===== src/rtl/esfa_memory_cell_p.sv =====
// esfa_memory_cell_p: single-entry array/element memory cell.
// A request is captured in IDLE, evaluated against the stored fields in EXEC,
// and its response is held in RESP until the consumer takes it. Field updates
// are committed on the EXEC exit edge only when the captured op_write is set.
module esfa_memory_cell_p #(
  parameter int W = 8
) (
  input  logic         clk,
  input  logic         rst_n,
  input  logic         op_valid,
  output logic         op_ready,
  input  logic [2:0]   op_code,
  input  logic         op_write,
  input  logic [W-1:0] handle,
  input  logic [W-1:0] ins_index,
  input  logic [W-1:0] ins_value,
  input  logic [W-1:0] metadata,
  input  logic         is_metadata,
  output logic         rsp_valid,
  input  logic         rsp_ready,
  output logic         rsp_bool,
  output logic [W-1:0] rsp_value,
  output logic [W-1:0] rsp_context,
  output logic         occupied
);

  typedef enum logic [1:0] {
    IDLE = 2'd0,
    EXEC = 2'd1,
    RESP = 2'd2
  } state_t;

  localparam logic [2:0] OP_UPDATE   = 3'd0;
  localparam logic [2:0] OP_LOOKUP   = 3'd1;
  localparam logic [2:0] OP_ENCODE   = 3'd2;
  localparam logic [2:0] OP_RANGE    = 3'd3;
  localparam logic [2:0] OP_DELETE   = 3'd4;
  localparam logic [2:0] OP_MARKAVL  = 3'd5;
  localparam logic [2:0] OP_ENRANK   = 3'd6;

  // Unsigned minimum of two words.
  function automatic logic [W-1:0] minU(input logic [W-1:0] a, input logic [W-1:0] b);
    minU = (a < b) ? a : b;
  endfunction

  // Unsigned maximum of two words.
  function automatic logic [W-1:0] maxU(input logic [W-1:0] a, input logic [W-1:0] b);
    maxU = (a > b) ? a : b;
  endfunction

  // Increment that sticks at all-ones instead of wrapping.
  function automatic logic [W-1:0] satInc(input logic [W-1:0] a);
    satInc = (a == {W{1'b1}}) ? a : (a + {{(W-1){1'b0}}, 1'b1});
  endfunction

  state_t         state_r;
  state_t         nextState_s;
  logic           opReady_r;
  logic           rspValid_r;
  logic           rspBool_r;
  logic [W-1:0]   rspValue_r;
  logic [W-1:0]   rspContext_r;

  // Captured request operands
  logic [2:0]     opCode_r;
  logic           opWrite_r;
  logic [W-1:0]   handle_r;
  logic [W-1:0]   insIndex_r;
  logic [W-1:0]   insValue_r;
  logic [W-1:0]   metaCap_r;
  logic           isMeta_r;

  // Stored cell fields
  logic           arrDef_r;
  logic [W-1:0]   arrayCode_r;
  logic           eltDef_r;
  logic [W-1:0]   rank_r;
  logic [W-1:0]   low_r;
  logic [W-1:0]   high_r;
  logic [W-1:0]   index_r;
  logic [W-1:0]   value_r;

  // Evaluation results and candidate field values
  logic           match_s;
  logic           hit_s;
  logic           evalBool_s;
  logic [W-1:0]   evalValue_s;
  logic [W-1:0]   evalContext_s;
  logic           nxtArrDef_s;
  logic [W-1:0]   nxtArrayCode_s;
  logic           nxtEltDef_s;
  logic [W-1:0]   nxtRank_s;
  logic [W-1:0]   nxtLow_s;
  logic [W-1:0]   nxtHigh_s;
  logic [W-1:0]   nxtIndex_s;
  logic [W-1:0]   nxtValue_s;
  logic [W-1:0]   newLow_s;
  logic [W-1:0]   newHigh_s;
  logic [W-1:0]   newRank_s;

  assign op_ready    = opReady_r;
  assign rsp_valid   = rspValid_r;
  assign rsp_bool    = rspBool_r;
  assign rsp_value   = rspValue_r;
  assign rsp_context = rspContext_r;
  assign occupied    = arrDef_r;

  // Next-state logic for the IDLE -> EXEC -> RESP handshake sequence.
  always_comb begin
    nextState_s = state_r;
    case (state_r)
      IDLE: begin
        if (op_valid && opReady_r) begin
          nextState_s = EXEC;
        end else begin
          nextState_s = IDLE;
        end
      end
      EXEC: nextState_s = RESP;
      RESP: begin
        if (rspValid_r && rsp_ready) begin
          nextState_s = IDLE;
        end else begin
          nextState_s = RESP;
        end
      end
      default: nextState_s = IDLE;
    endcase
  end

  // State register; op_ready is registered so it tracks the upcoming state.
  always_ff @(posedge clk or negedge rst_n) begin
    if (!rst_n) begin
      state_r   <= IDLE;
      opReady_r <= 1'b1;
    end else begin
      state_r   <= nextState_s;
      opReady_r <= (nextState_s == IDLE);
    end
  end

  // Capture all request operands on the accept edge.
  always_ff @(posedge clk or negedge rst_n) begin
    if (!rst_n) begin
      opCode_r   <= 3'd0;
      opWrite_r  <= 1'b0;
      handle_r   <= '0;
      insIndex_r <= '0;
      insValue_r <= '0;
      metaCap_r  <= '0;
      isMeta_r   <= 1'b0;
    end else if (state_r == IDLE && op_valid && opReady_r) begin
      opCode_r   <= op_code;
      opWrite_r  <= op_write;
      handle_r   <= handle;
      insIndex_r <= ins_index;
      insValue_r <= ins_value;
      metaCap_r  <= metadata;
      isMeta_r   <= is_metadata;
    end
  end

  // Evaluate the captured op against the stored fields.
  always_comb begin
    match_s        = arrDef_r && (arrayCode_r == handle_r);
    hit_s          = match_s && eltDef_r && (index_r == insIndex_r);
    newLow_s       = minU(low_r, insIndex_r);
    newHigh_s      = maxU(high_r, insIndex_r);
    newRank_s      = satInc(rank_r);
    evalBool_s     = 1'b0;
    evalValue_s    = '0;
    evalContext_s  = '0;
    nxtArrDef_s    = arrDef_r;
    nxtArrayCode_s = arrayCode_r;
    nxtEltDef_s    = eltDef_r;
    nxtRank_s      = rank_r;
    nxtLow_s       = low_r;
    nxtHigh_s      = high_r;
    nxtIndex_s     = index_r;
    nxtValue_s     = value_r;
    case (opCode_r)
      OP_UPDATE: begin
        if (hit_s) begin
          evalBool_s    = 1'b1;
          evalValue_s   = value_r;
          evalContext_s = rank_r;
          nxtValue_s    = insValue_r;
        end else begin
          evalBool_s    = 1'b0;
        end
      end
      OP_LOOKUP: begin
        if (hit_s) begin
          evalBool_s    = 1'b1;
          evalValue_s   = value_r;
          evalContext_s = rank_r;
        end else begin
          evalBool_s    = 1'b0;
        end
      end
      OP_ENCODE: begin
        if (!arrDef_r) begin
          evalBool_s     = 1'b1;
          evalContext_s  = handle_r;
          nxtArrDef_s    = 1'b1;
          nxtArrayCode_s = handle_r;
          nxtEltDef_s    = 1'b1;
          nxtIndex_s     = insIndex_r;
          nxtValue_s     = insValue_r;
          nxtRank_s      = metaCap_r;
          nxtLow_s       = insIndex_r;
          nxtHigh_s      = insIndex_r;
        end else begin
          evalBool_s     = 1'b0;
        end
      end
      OP_RANGE: begin
        if (match_s) begin
          evalBool_s    = 1'b1;
          evalValue_s   = newLow_s;
          evalContext_s = newHigh_s;
          nxtLow_s      = newLow_s;
          nxtHigh_s     = newHigh_s;
        end else begin
          evalBool_s    = 1'b0;
        end
      end
      OP_DELETE: begin
        if (hit_s) begin
          evalBool_s  = 1'b1;
          evalValue_s = value_r;
          nxtEltDef_s = 1'b0;
          if (isMeta_r) begin
            nxtArrDef_s = 1'b0;
          end else begin
            nxtArrDef_s = arrDef_r;
          end
        end else begin
          evalBool_s  = 1'b0;
        end
      end
      OP_MARKAVL: begin
        if (match_s) begin
          evalBool_s     = 1'b1;
          nxtArrDef_s    = 1'b0;
          nxtArrayCode_s = '0;
          nxtEltDef_s    = 1'b0;
          nxtRank_s      = '0;
          nxtLow_s       = '0;
          nxtHigh_s      = '0;
          nxtIndex_s     = '0;
          nxtValue_s     = '0;
        end else begin
          evalBool_s     = 1'b0;
        end
      end
      OP_ENRANK: begin
        if (match_s && (rank_r >= metaCap_r)) begin
          evalBool_s    = 1'b1;
          evalContext_s = newRank_s;
          nxtRank_s     = newRank_s;
        end else begin
          evalBool_s    = 1'b0;
          evalContext_s = rank_r;
        end
      end
      default: begin
        // Reserved op: all-zero response, no field change.
        evalBool_s    = 1'b0;
        evalValue_s   = '0;
        evalContext_s = '0;
      end
    endcase
  end

  // Response registers: load on EXEC exit, hold in RESP until taken.
  always_ff @(posedge clk or negedge rst_n) begin
    if (!rst_n) begin
      rspValid_r   <= 1'b0;
      rspBool_r    <= 1'b0;
      rspValue_r   <= '0;
      rspContext_r <= '0;
    end else begin
      case (state_r)
        EXEC: begin
          rspValid_r   <= 1'b1;
          rspBool_r    <= evalBool_s;
          rspValue_r   <= evalValue_s;
          rspContext_r <= evalContext_s;
        end
        RESP: begin
          if (rspValid_r && rsp_ready) begin
            rspValid_r   <= 1'b0;
            rspBool_r    <= 1'b0;
            rspValue_r   <= '0;
            rspContext_r <= '0;
          end
        end
        default: begin
          rspValid_r <= 1'b0;
        end
      endcase
    end
  end

  // Cell fields: commit candidate values on EXEC exit for non-dry-run ops.
  always_ff @(posedge clk or negedge rst_n) begin
    if (!rst_n) begin
      arrDef_r    <= 1'b0;
      arrayCode_r <= '0;
      eltDef_r    <= 1'b0;
      rank_r      <= '0;
      low_r       <= '0;
      high_r      <= '0;
      index_r     <= '0;
      value_r     <= '0;
    end else if (state_r == EXEC && opWrite_r) begin
      arrDef_r    <= nxtArrDef_s;
      arrayCode_r <= nxtArrayCode_s;
      eltDef_r    <= nxtEltDef_s;
      rank_r      <= nxtRank_s;
      low_r       <= nxtLow_s;
      high_r      <= nxtHigh_s;
      index_r     <= nxtIndex_s;
      value_r     <= nxtValue_s;
    end
  end

endmodule


===== config.mk =====
export PLATFORM = sky130hd
export DESIGN_NAME = esfa_memory_cell_p
export DESIGN_NICKNAME = d
export VERILOG_FILES = /design/src/rtl/esfa_memory_cell_p.sv
export SDC_FILE = /design/constraint.sdc
export NUM_CORES = 1
export LEC_CHECK = 0
export CAP_MARGIN = 15
export CORE_UTILIZATION = 45
export CTS_BUF_LIST = sky130_fd_sc_hd__clkbuf_2
export DETAILED_ROUTE_END_ITERATION = 6
export PLACE_DENSITY = 0.73
export SKIP_LAST_GASP = 1
export SLEW_MARGIN = 10
export SYNTH_ARGS = -nofsm -noshare
export SYNTH_HDL_FRONTEND = slang
export SYNTH_SLANG_ARGS = --single-unit

===== constraint.sdc =====
create_clock -name clk -period 2.9 [get_ports clk]
set_input_delay 0.435 -clock clk [delete_from_list [all_inputs] [get_ports clk]]
set_output_delay 0.435 -clock clk [all_outputs]
set_load 0.03 [all_outputs]

==> summary.md <==
| Metric | Value |
|---|---|
| Total Nets Final | `740` |
| Crit path depth | `8` |
| CP delay by family, top | `simple AND/OR/NAND/NOR gates` |
| Share of cells above drive strength 1 | `0.1500` |
| CP arrival | `3090 ps` |
| DR WL/cell | `19.07 um` |
| Worst slew pin tran | `972.2 ps` |
| Final setup violation count | `0` |
| Flop-to-flop setup slack | `390 ps` |
| CTS tree | `done` |
| Critical-path top delay cell | `dfrtp_1` |
| Input/output buffers | `60` |
| Vias | `5,131` |
| GRT overflow | `0` |
| Multi-input gate area | `0.003196 sq mm` |
| First-pass GRT wire length | `26,560 um` |
| Critical path class | `reg2reg` |
| Placement Cell Area | `0.007015 sq mm` |
| Final Hold Viols | `0` |
| Routed Antenna Nets | `0` |
| Startpoint type of the worst setup path | `register` |
| Clock period minus worst slack | `2510 ps` |
| Sinks on the clock net | `108` |
| RSZ-0062 raised after global routing | `no` |
| Vias per std cell | `5.994` |
| Crit path capture type | `register` |
| Crit Path Max Fanout | `10` |
| Power, Total | `6.214 mW` |
| Antenna cells | `0` |
| Avg Cell Area, Syn | `10.10 sq um` |
| Area delta synth->final | `16.72%` |
| Core Area | `0.01324 sq mm` |
| Initial antenna violation count | `0` |
| Sequential cell area | `0.002704 sq mm` |
| Cell count of the worst reg-to-reg path | `8` |
| CP cell instances | `inv_1 > ha_1 > nand2_1 > nor4_1 > a21oi_4 > nor3b_1 > o21ai_4 > a22o_1` |
| First-pass detailed-route iteration total | `7` |
| Register area share after synthesis | `0.4417` |
| Crit Reg-Reg Startpoint | `insIndex_r[7]` |
| Most common cell after layout, fill and taps aside | `dfrtp_1` |
| Die area | `0.01408 sq mm` |
| Pwr dens | `869.6 mW/mm^2` |
| CP Launch Point | `insIndex_r[7]` |
| Place WS | `442.9 ps` |
| Most frequent cells in the layout | `107 x dfrtp_1, 77 x nand2_1, 59 x clkdlybuf4s50_1` |
| Syn_nets | `671` |
| Clock Latency Late Sink | `670 ps` |
| GP Congestion | `0.9887` |
| Worst setup margin | `390.3 ps` |
| I/O pins | `61` |
| Clock power share | `0.122` |
| Post-Syn Area | `0.006122 sq mm` |
| Worst VDD drop | `557.1 uV` |
| Root Buffer | `clkbuf_2` |
| Final worst path period share | `0.8654` |
| Initial core utilization | `0.4623` |
| Post-synth EDFFs | `0` |
| Max Transition Viols Final | `0` |
| Starting DRT DRC Count | `378` |
| Die Span Y | `118.6 um` |
| TNS Setup | `0 ps` |
| Synth cell types | `66` |
| Relative slew slack | `0.3519` |
| CTS Buffer Depth | `2` |
| P_leak | `3.025 nW` |
| Comb power frac | `0.490` |
| Largest net degree at the start of global routing | `66` |
| CP peak stage delay | `550 ps` |
| Tot GR Track Use | `0.2412` |
| Placement Rows | `42` |
| Critical Path Sink | `low_r[7]` |
| Vias in the first global route | `5,093` |
| Sw Share | `0.4450` |
| Fmax | `398.5 MHz` |
| Final WL | `16,330 um` |
| Yosys reg bits | `108` |
| Clock slew at reported path FFs | `290 ps` |
| Dpl hpwl | `11,880 um` |
| Fin Clk Skew | `35.04 ps` |
| Yosys Warn Count | `0` |
| Mapped Cells | `606` |
| Switching pwr | `2.765 mW` |
| Main synth FF type | `dfrtp_1` |
| Outcome | `complete, no violations` |
| Hold Path Class | `in2async` |
| Die Wd | `118.6 um` |
| DRC violation count after routing | `0` |
| Cell internal pwr | `3.448 mW` |
| Bufs and invs on worst path | `1` |
| Sequential share of power | `0.388` |
| WP data required | `3480 ps` |
| Filler Cell Count | `1,195` |
| Final std cell area, no fill | `0.007146 sq mm` |
| Total CTS buffers | `9` |
| # Max-Cap Violations | `0` |
| Share of synthesized registers carrying an async set or reset | `1.000` |
| Htree depth | `3` |
| Reg2reg end | `low_r[7]` |
==> cells by family after synthesis <==
logic type / synth area share
AND/OR/NAND/NOR: 0.1666
buffers and inverters: 0.03719
adder cells (fa/ha/maj): 0.04905
flip-flops: 0.4417
AO/OA/AOI/OAI: 0.2226
XOR/XNOR: 0.02289
multiplexers: 0.06009
==> synthesized netlist by cell type, drive strengths merged (5+ instances only) <==
cell | n | area, sq um
o211ai | 11 | 82.58
a22o | 43 | 376.6
a22oi | 8 | 60.06
buf | 15 | 93.84
a31oi | 17 | 121.4
o32a | 6 | 60.06
nor2b | 5 | 31.28
o21ai | 42 | 232.7
a211oi | 6 | 45.04
inv | 18 | 67.56
nor2 | 28 | 105.1
nor4 | 6 | 67.56
nand3 | 24 | 145.1
nor3 | 11 | 81.33
xnor2 | 16 | 140.1
dfrtp | 107 | 2678
nand4 | 8 | 56.30
a21oi | 32 | 171.4
nand2 | 77 | 289.0
mux2 | 30 | 337.8
clkbuf | 17 | 66.31
nand2b | 10 | 65.06
ha | 24 | 300.3
and2 | 5 | 31.28
==> cell type report <==
cell class / instances / area share
Multi-Input combinational cell: 448 / 0.4472
Sequential cell: 108 / 0.3784
Timing Repair Buffer: 90 / 0.1173
Tap cell: 176 / 0.03082
Clock inverter: 6 / 0.009806
Inverter: 18 / 0.009455
Clock buffer: 10 / 0.007004
==> flip-flops by register name (all words and copies together), names as in the netlist, 2 cells and up <==
register / flops
rank_r: 8
handle_r: 8
rsp_value: 8
arrayCode_r: 8
state_r: 2
high_r: 8
insValue_r: 8
value_r: 8
opCode_r: 3
metaCap_r: 8
low_r: 8
insIndex_r: 8
index_r: 8
rsp_context: 8
==> routing by layer <==
layer	GRT usage	part of all wire	wire length, um
met3	0.04730	0.051	832
met5	0	0	0
met4	0.1036	0.030	491
met1	0.3151	0.44	7125
met2	0.3889	0.48	7876
==> power by group through the flow <==
stage          Sequential (mW)  Combinational, mW  Clock, mW
2_1_floorplan             2.26               2.26          0
3_3_place_gp              2.43               2.93          0
3_5_place_dp              2.44               3.01          0
4_1_cts                   2.41               3.03      0.778
5_1_grt                   2.47               3.34      0.825
6_report                  2.41               3.05      0.755
==> timing repair <==
action,in CTS,in global routing
setup endpoints to repair,0,0
hold buffers,1,0
resized for setup,0,0
endpoints found under the hold margin,43,0
buffers inserted,0,0
==> metrics by stage <==
step           std cells  hold WS (ps)    util
6_report             856         270.9  0.5396
5_1_grt              856         271.0  0.5396
4_1_cts              856         253.5  0.5396
3_5_place_dp         839         489.6  0.5298
3_3_place_gp         839         477.6  0.5298
2_1_floorplan        606         139.4       -
==> worst min-delay path by stage <==
| stage | from | endpoint | slack (ps) |
|---|---|---|---|
| 6_report | rst_n | metaCap_r[2] | 270 |
| 5_1_grt | ins_index[2] | insIndex_r[2] | 270 |
| 4_1_cts | ins_index[1] | insIndex_r[1] | 250 |
| 3_5_place_dp | rst_n | metaCap_r[2] | 490 |
| 3_3_place_gp | rst_n | metaCap_r[1] | 480 |
| 2_1_floorplan | rst_n | arrayCode_r[0] | 140 |
No activity file was read; power rests on OpenSTA's default activity.
